## config.mk

```make
export PLATFORM = sky130hd
export DESIGN_NAME = alu_share_sched
export DESIGN_NICKNAME = d
export VERILOG_FILES = /design/src/rtl/alu_share_sched.sv
export SDC_FILE = /design/constraint.sdc
export NUM_CORES = 1
export LEC_CHECK = 0
export CAP_MARGIN = 20
export CORE_MARGIN = 2
export CORE_UTILIZATION = 34
export DETAILED_ROUTE_END_ITERATION = 8
export PLACE_DENSITY = 0.75
export SYNTH_ARGS = -nofsm -noshare
export SYNTH_HDL_FRONTEND = slang
export SYNTH_SLANG_ARGS = --single-unit
export TNS_END_PERCENT = 1
```

## constraint.sdc

```tcl
create_clock -name clk -period 1.35 [get_ports clk]
set_input_delay 0.135 -clock clk [delete_from_list [all_inputs] [get_ports clk]]
set_output_delay 0.135 -clock clk [all_outputs]
set_load 0.01 [all_outputs]
```

## src/rtl/alu_share_sched.sv

```systemverilog
// alu_share_sched: round-robin scheduler sharing one 5-bit function unit among three requesters
module alu_share_sched #(
  parameter int SETTLE = 1
) (
  input  logic        clk,
  input  logic        rst,
  input  logic [2:0]  req,
  input  logic [14:0] req_a,
  input  logic [14:0] req_b,
  input  logic [5:0]  req_sel,
  input  logic [2:0]  req_cin,
  output logic [2:0]  gnt,
  output logic [4:0]  alu_a,
  output logic [4:0]  alu_b,
  output logic        alu_cin,
  output logic        alu_s1,
  output logic        alu_s0,
  input  logic [4:0]  alu_o,
  input  logic        alu_carry,
  output logic        rsp_valid,
  output logic [1:0]  rsp_id,
  output logic [4:0]  rsp_data,
  output logic        rsp_carry,
  output logic        busy
);
  typedef enum logic {IDLE, DRIVE} state_t;
  state_t      r_state;
  state_t      w_next;
  logic [2:0]  r_cnt;
  logic [2:0]  r_gnt;
  logic [1:0]  r_last;
  logic [4:0]  r_a;
  logic [4:0]  r_b;
  logic [1:0]  r_sel;
  logic        r_cin;
  logic        r_rsp_valid;
  logic [1:0]  r_rsp_id;
  logic [4:0]  r_rsp_data;
  logic        r_rsp_carry;
  logic        r_busy;
  logic [1:0]  w_c0;
  logic [1:0]  w_c1;
  logic [1:0]  w_c2;
  logic [1:0]  w_pick;
  logic        w_take;
  logic        w_done;
  // round-robin search from the requester after the last grant, plus next-state decision
  always_comb begin
    w_c0   = (r_last == 2'd2) ? 2'd0 : r_last + 2'd1;
    w_c1   = (w_c0 == 2'd2) ? 2'd0 : w_c0 + 2'd1;
    w_c2   = (w_c1 == 2'd2) ? 2'd0 : w_c1 + 2'd1;
    w_pick = req[w_c0] ? w_c0 : req[w_c1] ? w_c1 : w_c2;
    w_take = (r_state == IDLE) && (|req);
    w_done = (r_state == DRIVE) && (r_cnt == 3'd1);
    w_next = w_take ? DRIVE : w_done ? IDLE : r_state;
  end
  // state register
  always_ff @(posedge clk) begin
    if (rst) r_state <= IDLE;
    else     r_state <= w_next;
  end
  // grant/latch operands on take, count down while driving, capture the result on the last cycle
  always_ff @(posedge clk) begin
    if (rst) begin
      r_cnt       <= '0;
      r_gnt       <= '0;
      r_last      <= 2'd2;
      r_a         <= '0;
      r_b         <= '0;
      r_sel       <= '0;
      r_cin       <= 1'b0;
      r_rsp_valid <= 1'b0;
      r_rsp_id    <= '0;
      r_rsp_data  <= '0;
      r_rsp_carry <= 1'b0;
      r_busy      <= 1'b0;
    end else begin
      r_gnt       <= '0;
      r_rsp_valid <= 1'b0;
      r_busy      <= (w_next == DRIVE);
      if (w_take) begin
        r_gnt  <= 3'b001 << w_pick;
        r_last <= w_pick;
        r_cnt  <= 3'(SETTLE);
        r_a    <= req_a[5*w_pick +: 5];
        r_b    <= req_b[5*w_pick +: 5];
        r_sel  <= req_sel[2*w_pick +: 2];
        r_cin  <= req_cin[w_pick];
      end else if (r_state == DRIVE) begin
        r_cnt <= r_cnt - 3'd1;
        if (w_done) begin
          r_rsp_valid <= 1'b1;
          r_rsp_id    <= r_last;
          r_rsp_data  <= alu_o;
          r_rsp_carry <= alu_carry;
          r_a         <= '0;
          r_b         <= '0;
          r_sel       <= '0;
          r_cin       <= 1'b0;
        end
      end
    end
  end
  assign gnt       = r_gnt;
  assign alu_a     = r_a;
  assign alu_b     = r_b;
  assign alu_s1    = r_sel[1];
  assign alu_s0    = r_sel[0];
  assign alu_cin   = r_cin;
  assign rsp_valid = r_rsp_valid;
  assign rsp_id    = r_rsp_id;
  assign rsp_data  = r_rsp_data;
  assign rsp_carry = r_rsp_carry;
  assign busy      = r_busy;
endmodule

```

; ---- Word level (Yosys, flattened, before mapping)
; Index checks and enable logic that the tools add are counted.
[word_totals]
inputBits = 50
ff_bits = 31
wordCells = 66
output_inout_bits = 26
[classes]
n_eq_ne = 4
n_reduce_logical = 10
bitwise = 2
muxes = 25
n_mul = 1
add_sub_neg = 4
n_lt_le_gt_ge = 3
shift = 4
[op_table]
columns = cell, n
row1 = 15-bit by 6-bit variable part select with 5-bit output, 2
row2 = 5-bit two-way mux, 4
row3 = 2-bit two-way mux, 8
row4 = 1-bit two-way mux, 10
row5 = 2-bit by 3-bit less-than comparator with 1-bit output (second input constant), 3
row6 = 2-bit by 1-bit adder with 2-bit output (second input constant), 3
row7 = 1-bit binary-select mux with 2-bit select, 3
row8 = 2-bit equality test (second input constant), 3
row9 = 3-bit OR reduction, 2
row10 = 6-bit by 4-bit variable part select with 2-bit output, 1
row11 = 3-bit by 2-bit multiplier with 5-bit output (first input constant), 1
row12 = 2-bit nonzero test, 2
row13 = 2-bit OR reduction, 2
row14 = 3-bit by 1-bit equality test with 1-bit output (second input constant), 1
row15 = 3-bit AND reduction, 1
row16 = 1-bit by 2-bit left shift with 3-bit output (first input constant), 1
row17 = 3-bit by 1-bit subtractor with 3-bit output (second input constant), 1
row18 = 1-bit logical AND, 2
row19 = 1-bit NOT, 2
row20 = 2-bit AND reduction, 1

; ---- Depth between registers and ports, before layout
[depth]
depth_word = 11
mapped_depth = 7
mapped_depth_nobuf = 6

; ---- Least setup slack after synthesis
; No wires, ideal clock.
[synth_timing]
path_kind = register to register
start = reg r_last[1]
end = reg r_a[1] (netlist: alu_a[1])
required_time_ns = 1.229
path_buffers = 1
setup_ns = 0.121
path_stages_with_launch = 6
synth_period_minus_slack_ns = 1.504
t_arrival_ns = 1.384
slack_ns = -0.154
cell_sequence = dfxtp_1 -> or3b_2 -> o21a_4 -> buf_4 -> o21ai_0 -> o31ai_1
[synth_via]
elab_chain_len = 11
word_cells_on_any_way = 18
cone_classes = add/sub (3) / mul (1) / eq/ne (3) / shift (1) / mux (10)
[synth_rtl]
columns = element, line
row1 = from (decl), 31  ; logic [1:0] r_last;
row2 = from (signal assigned), 83  ; r_last <= w_pick;
row3 = 2-bit by 1-bit adder with 2-bit output / 2-bit equality test (equally long branches), 49  ; w_c0 = (r_last == 2'd2) ? 2'd0 : r_last + 2'd1;
row4 = 2-bit two-way mux *, 49
row5 = 2-bit by 1-bit adder with 2-bit output / 2-bit equality test (equally long branches), 50  ; w_c1 = (w_c0 == 2'd2) ? 2'd0 : w_c0 + 2'd1;
row6 = 2-bit two-way mux, 50
row7 = "2-bit by 1-bit adder with 2-bit output, or another cell as far along", 51  ; w_c2 = (w_c1 == 2'd2) ? 2'd0 : w_c1 + 2'd1;
row8 = 2-bit two-way mux / 1-bit two-way mux (equally long branches), "51, 52"
row9 = 2-bit two-way mux, 52  ; w_pick = req[w_c0] ? w_c0 : req[w_c1] ? w_c1 : w_c2;
row10 = 2-bit two-way mux *, 52
row11 = 3-bit by 2-bit multiplier with 5-bit output *, 85  ; r_a <= req_a[5*w_pick +: 5];
row12 = 15-bit by 6-bit variable part select with 5-bit output *, 85
row13 = 5-bit two-way mux *, 81  ; if (w_take) begin
row14 = to (signal assigned), 85
row15 = to (decl), 32  ; logic [4:0] r_a;
; Mark *: on every way between the ends. The rest lies on a longest branch, timed or not. The select of a mux whose other input is x is not followed.
; A chain may end at the register's enable or synchronous reset.

; ---- Final worst setup path
[layout_timing]
start = reg r_last[1]
end = reg r_sel[1]
[layout_via]
elab_chain_len = 10
word_cells_on_any_way = 17
cone_classes = add/sub (3) / eq/ne (3) / shift (1) / mux (10)
[layout_rtl]
columns = element, line
row1 = 2-bit by 1-bit adder with 2-bit output / 2-bit equality test (equally long branches), 49
row2 = 2-bit two-way mux *, 49
row3 = 2-bit by 1-bit adder with 2-bit output / 2-bit equality test (equally long branches), 50
row4 = 2-bit two-way mux, 50
row5 = "2-bit by 1-bit adder with 2-bit output, or another cell as far along", 51
row6 = 2-bit two-way mux / 1-bit two-way mux (equally long branches), "51, 52"
row7 = 2-bit two-way mux, 52
row8 = 2-bit two-way mux *, 52
row9 = 6-bit by 4-bit variable part select with 2-bit output *, 87  ; r_sel <= req_sel[2*w_pick +: 2];
row10 = 2-bit two-way mux *, 81
row11 = to (signal assigned), 87
row12 = to (decl), 34  ; logic [1:0] r_sel;
; Marked as above.

==> impl_metrics.ini <==
[synthesis]
netlist_instances = 161
ys.flop_type = dfxtp_1
ys_ff_latch = 31
synth_edf_count = 0
synthTopCellsByArea = dfxtp_1 45%, nand2_1 7.9%, a21oi_1 7.6%, o21ai_0 5.1%, mux2i_1 4.4%
synth_area_per_cell_um2 = 8.57
synth_area_leader_cell = dfxtp_1
synth_most_common_cell = dfxtp_1
syn-num-nets = 213
synth_common_cells = 31 x dfxtp_1, 29 x nand2_1, 21 x a21oi_1
syn_area_um2 = 1380
ys_async_sr_fraction = 0
yosysUniqueCellTypes = 35
synth_warnings = 0
ys_seq_area_frac = 0.450
synth_top_area_share = 0.450

[clock_tree]
clock_latency_ns = 0.29
ctsHtreeMaxLevel = 2
cts_tree = yes
cts.sinks = 31
clock_path_buffers = 2
clock-root-buffer = clkbuf_8
cts_buffers = 5
clk_pin_slew_ns = 0.06

[timing]
min_period_ns = 1.39
rsz0062_at_grt = true
timing_hold_violations_final = 0
fin_skew_ns = 0.00753
setup_viol = 3
postLayoutSetupSlackWorst_ns = -0.0413
period_share = 1.03
slew_violations = 0
worst_slew_pin_slew_ns = 0.344
fin_tns_setup_ns = -0.107
maxSlewHeadroom = 0.770
max_freq_ghz = 0.719

[setup_path]
cp_data_arrival_time_ns = 1.56
critPathCaptureType = flop
start_kind = flop
crit_type = reg -> reg
cp.required_ns = 1.52
crit_fanout = 8

[placed_design]
port_buffers = 75
gp_congestion = 0.728
dp.cells = 303
dp_hpwl_mm = 2.98
dpl_cell_area_um2 = 2380

[final_layout]
fillCellCount = 316
stdcell_count = 315
fin_nets = 316
multi_input_area_um2 = 807
area_delta_synth_final_pct = 88.4
register_area_um2 = 629
drive_gt1_frac = 0.219
diodes = 0
fin_area_um2 = 2600

[power]
p_seq_frac = 0.382
total_leakage_power_nw = 1.02
switching_power_mw = 0.725
power_frac_clock = 0.343
swShare = 0.262
combPwrFrac = 0.275
p_int_mw = 2.05
ir_drop_uv = 598
p_per_area_nw_per_um2 = 1070

[floorplan]
die_y_um = 67.7
die_w_um = 67.7
die-area_um2 = 4580
fp-row-count = 23
start_util = 0.350
fp.coreArea_um2 = 3940
io_pins = 76

[flow_run]
drv_cap = 0

[hold_path]
hold_path_class = in -> reg

[grt]
grt_use_total = 0.195
grt_pass1_wl_mm = 6.67
grt_pass1_vias = 1551
overflow = 0
grt_max_degree = 15
antenna_found_initial = 0

[status]
outcome = finished, violations left
violations = setup timing

[drt]
drtAntennaViolNets = 0
dr.first_iter.drc_count = 48
viasPerCell = 5.03
vias = 1583
wirelength_mm = 4.26
post-route-drc-count = 0
firstDrtPassIters = 4
post_drt_wl_per_cell_um = 13.5
==> area by class of cell <==
cell class | count | area share
multi-input cells | 120 | 0.310
well taps | 50 | 0.0241
repair buffers | 102 | 0.372
clock buffers | 6 | 0.0318
clock inverters | 2 | 0.0135
inverters | 4 | 0.00577
flip-flops and latches | 31 | 0.242
==> cells in the final DEF, fill, tap and decap left out, types with 4 or more instances in the layout <==
cell	netlist	layout
clkbuf_8	0	6
a32oi_1	6	6
dfxtp_1	31	26
o21ai_1	3	8
dlygate4sd2_1	0	4
nor2_1	7	7
dfxtp_2	0	4
o21ai_0	14	8
a21oi_1	21	18
mux2i_1	6	6
o31ai_1	6	6
nand2_1	29	29
buf_4	1	24
clkdlybuf4s50_1	0	71
==> kinds of logic after synthesis <==
| logic type | Yosys count | synth area share |
|---|---|---|
| compound gates | 56 | 0.251 |
| simple gates | 54 | 0.190 |
| flops | 31 | 0.450 |
| buf+inv | 11 | 0.0408 |
| mux | 6 | 0.0435 |
| fa+ha+maj | 2 | 0.0181 |
| xor+xnor | 1 | 0.00635 |
==> power groups by stage <==
stage	combinational [mW]	clock, mW	sequential (mW)
2_1_floorplan	0.258	0	1.10
3_3_place_gp	0.687	0	1.07
3_5_place_dp	0.699	0	1.07
4_1_cts	0.750	0.962	1.06
5_1_grt	0.820	1.00	1.07
6_report	0.762	0.952	1.06
==> repair_timing <==
item	4_1_cts	5_1_grt
hold buffers	0	0
resized for setup	20	7
gates cloned	1	0
setup buffers	3	0
pin swaps	3	1
endpoints found under the setup margin	20	15
==> worst max-delay path, stage by stage (launching register included) <==
cell and delay [ns]:
dfxtp_4 0.40, or3b_4 0.43, o21a_4 0.17, o21ai_1 0.18, o31ai_1 0.10
==> worst paths after layout <==
check                                         startpoint                        to  slack, ns  cells after the start
worst min register to register  rsp_data[4]$_SDFFE_PP0P_  rsp_data[4]$_SDFFE_PP0P_       0.45                      2
worst min-delay path                            alu_o[4]  rsp_data[4]$_SDFFE_PP0P_       0.40                      3
worst max-delay path              r_last[1]$_SDFFE_PP1P_     r_sel[1]$_SDFFE_PP0P_      -0.04                      4
worst max register to register    r_last[1]$_SDFFE_PP1P_     r_sel[1]$_SDFFE_PP0P_      -0.04                      4
==> metrics by stage <==
| stage | power [mW] | worst slack [ns] | hold WS, ns | utilization |
|---|---|---|---|---|
| floorplan | 1.36 | -0.0189 | 0.211 | - |
| CTS | 2.77 | -0.0180 | 0.400 | 0.655 |
| global placement | 1.76 | -0.533 | 0.441 | 0.603 |
| global route | 2.89 | -0.149 | 0.402 | 0.659 |
| detailed placement | 1.77 | -0.607 | 0.444 | 0.603 |
| finish | 2.77 | -0.0413 | 0.401 | 0.659 |
==> registers in the layout, summed over array words and instances (netlist names), 2 cells and up <==
name and flops:
r_cnt 3, rsp_data 5, alu_b 5, alu_a 5, rsp_id 2, r_sel 2, gnt 3, r_last 2
==> routing by layer <==
layer	track usage	part of all wire
met5	0	0
met4	0.0587	0.012
met3	0.0700	0.076
met2	0.338	0.49
met1	0.223	0.42
(Power assumes the default switching activity.)
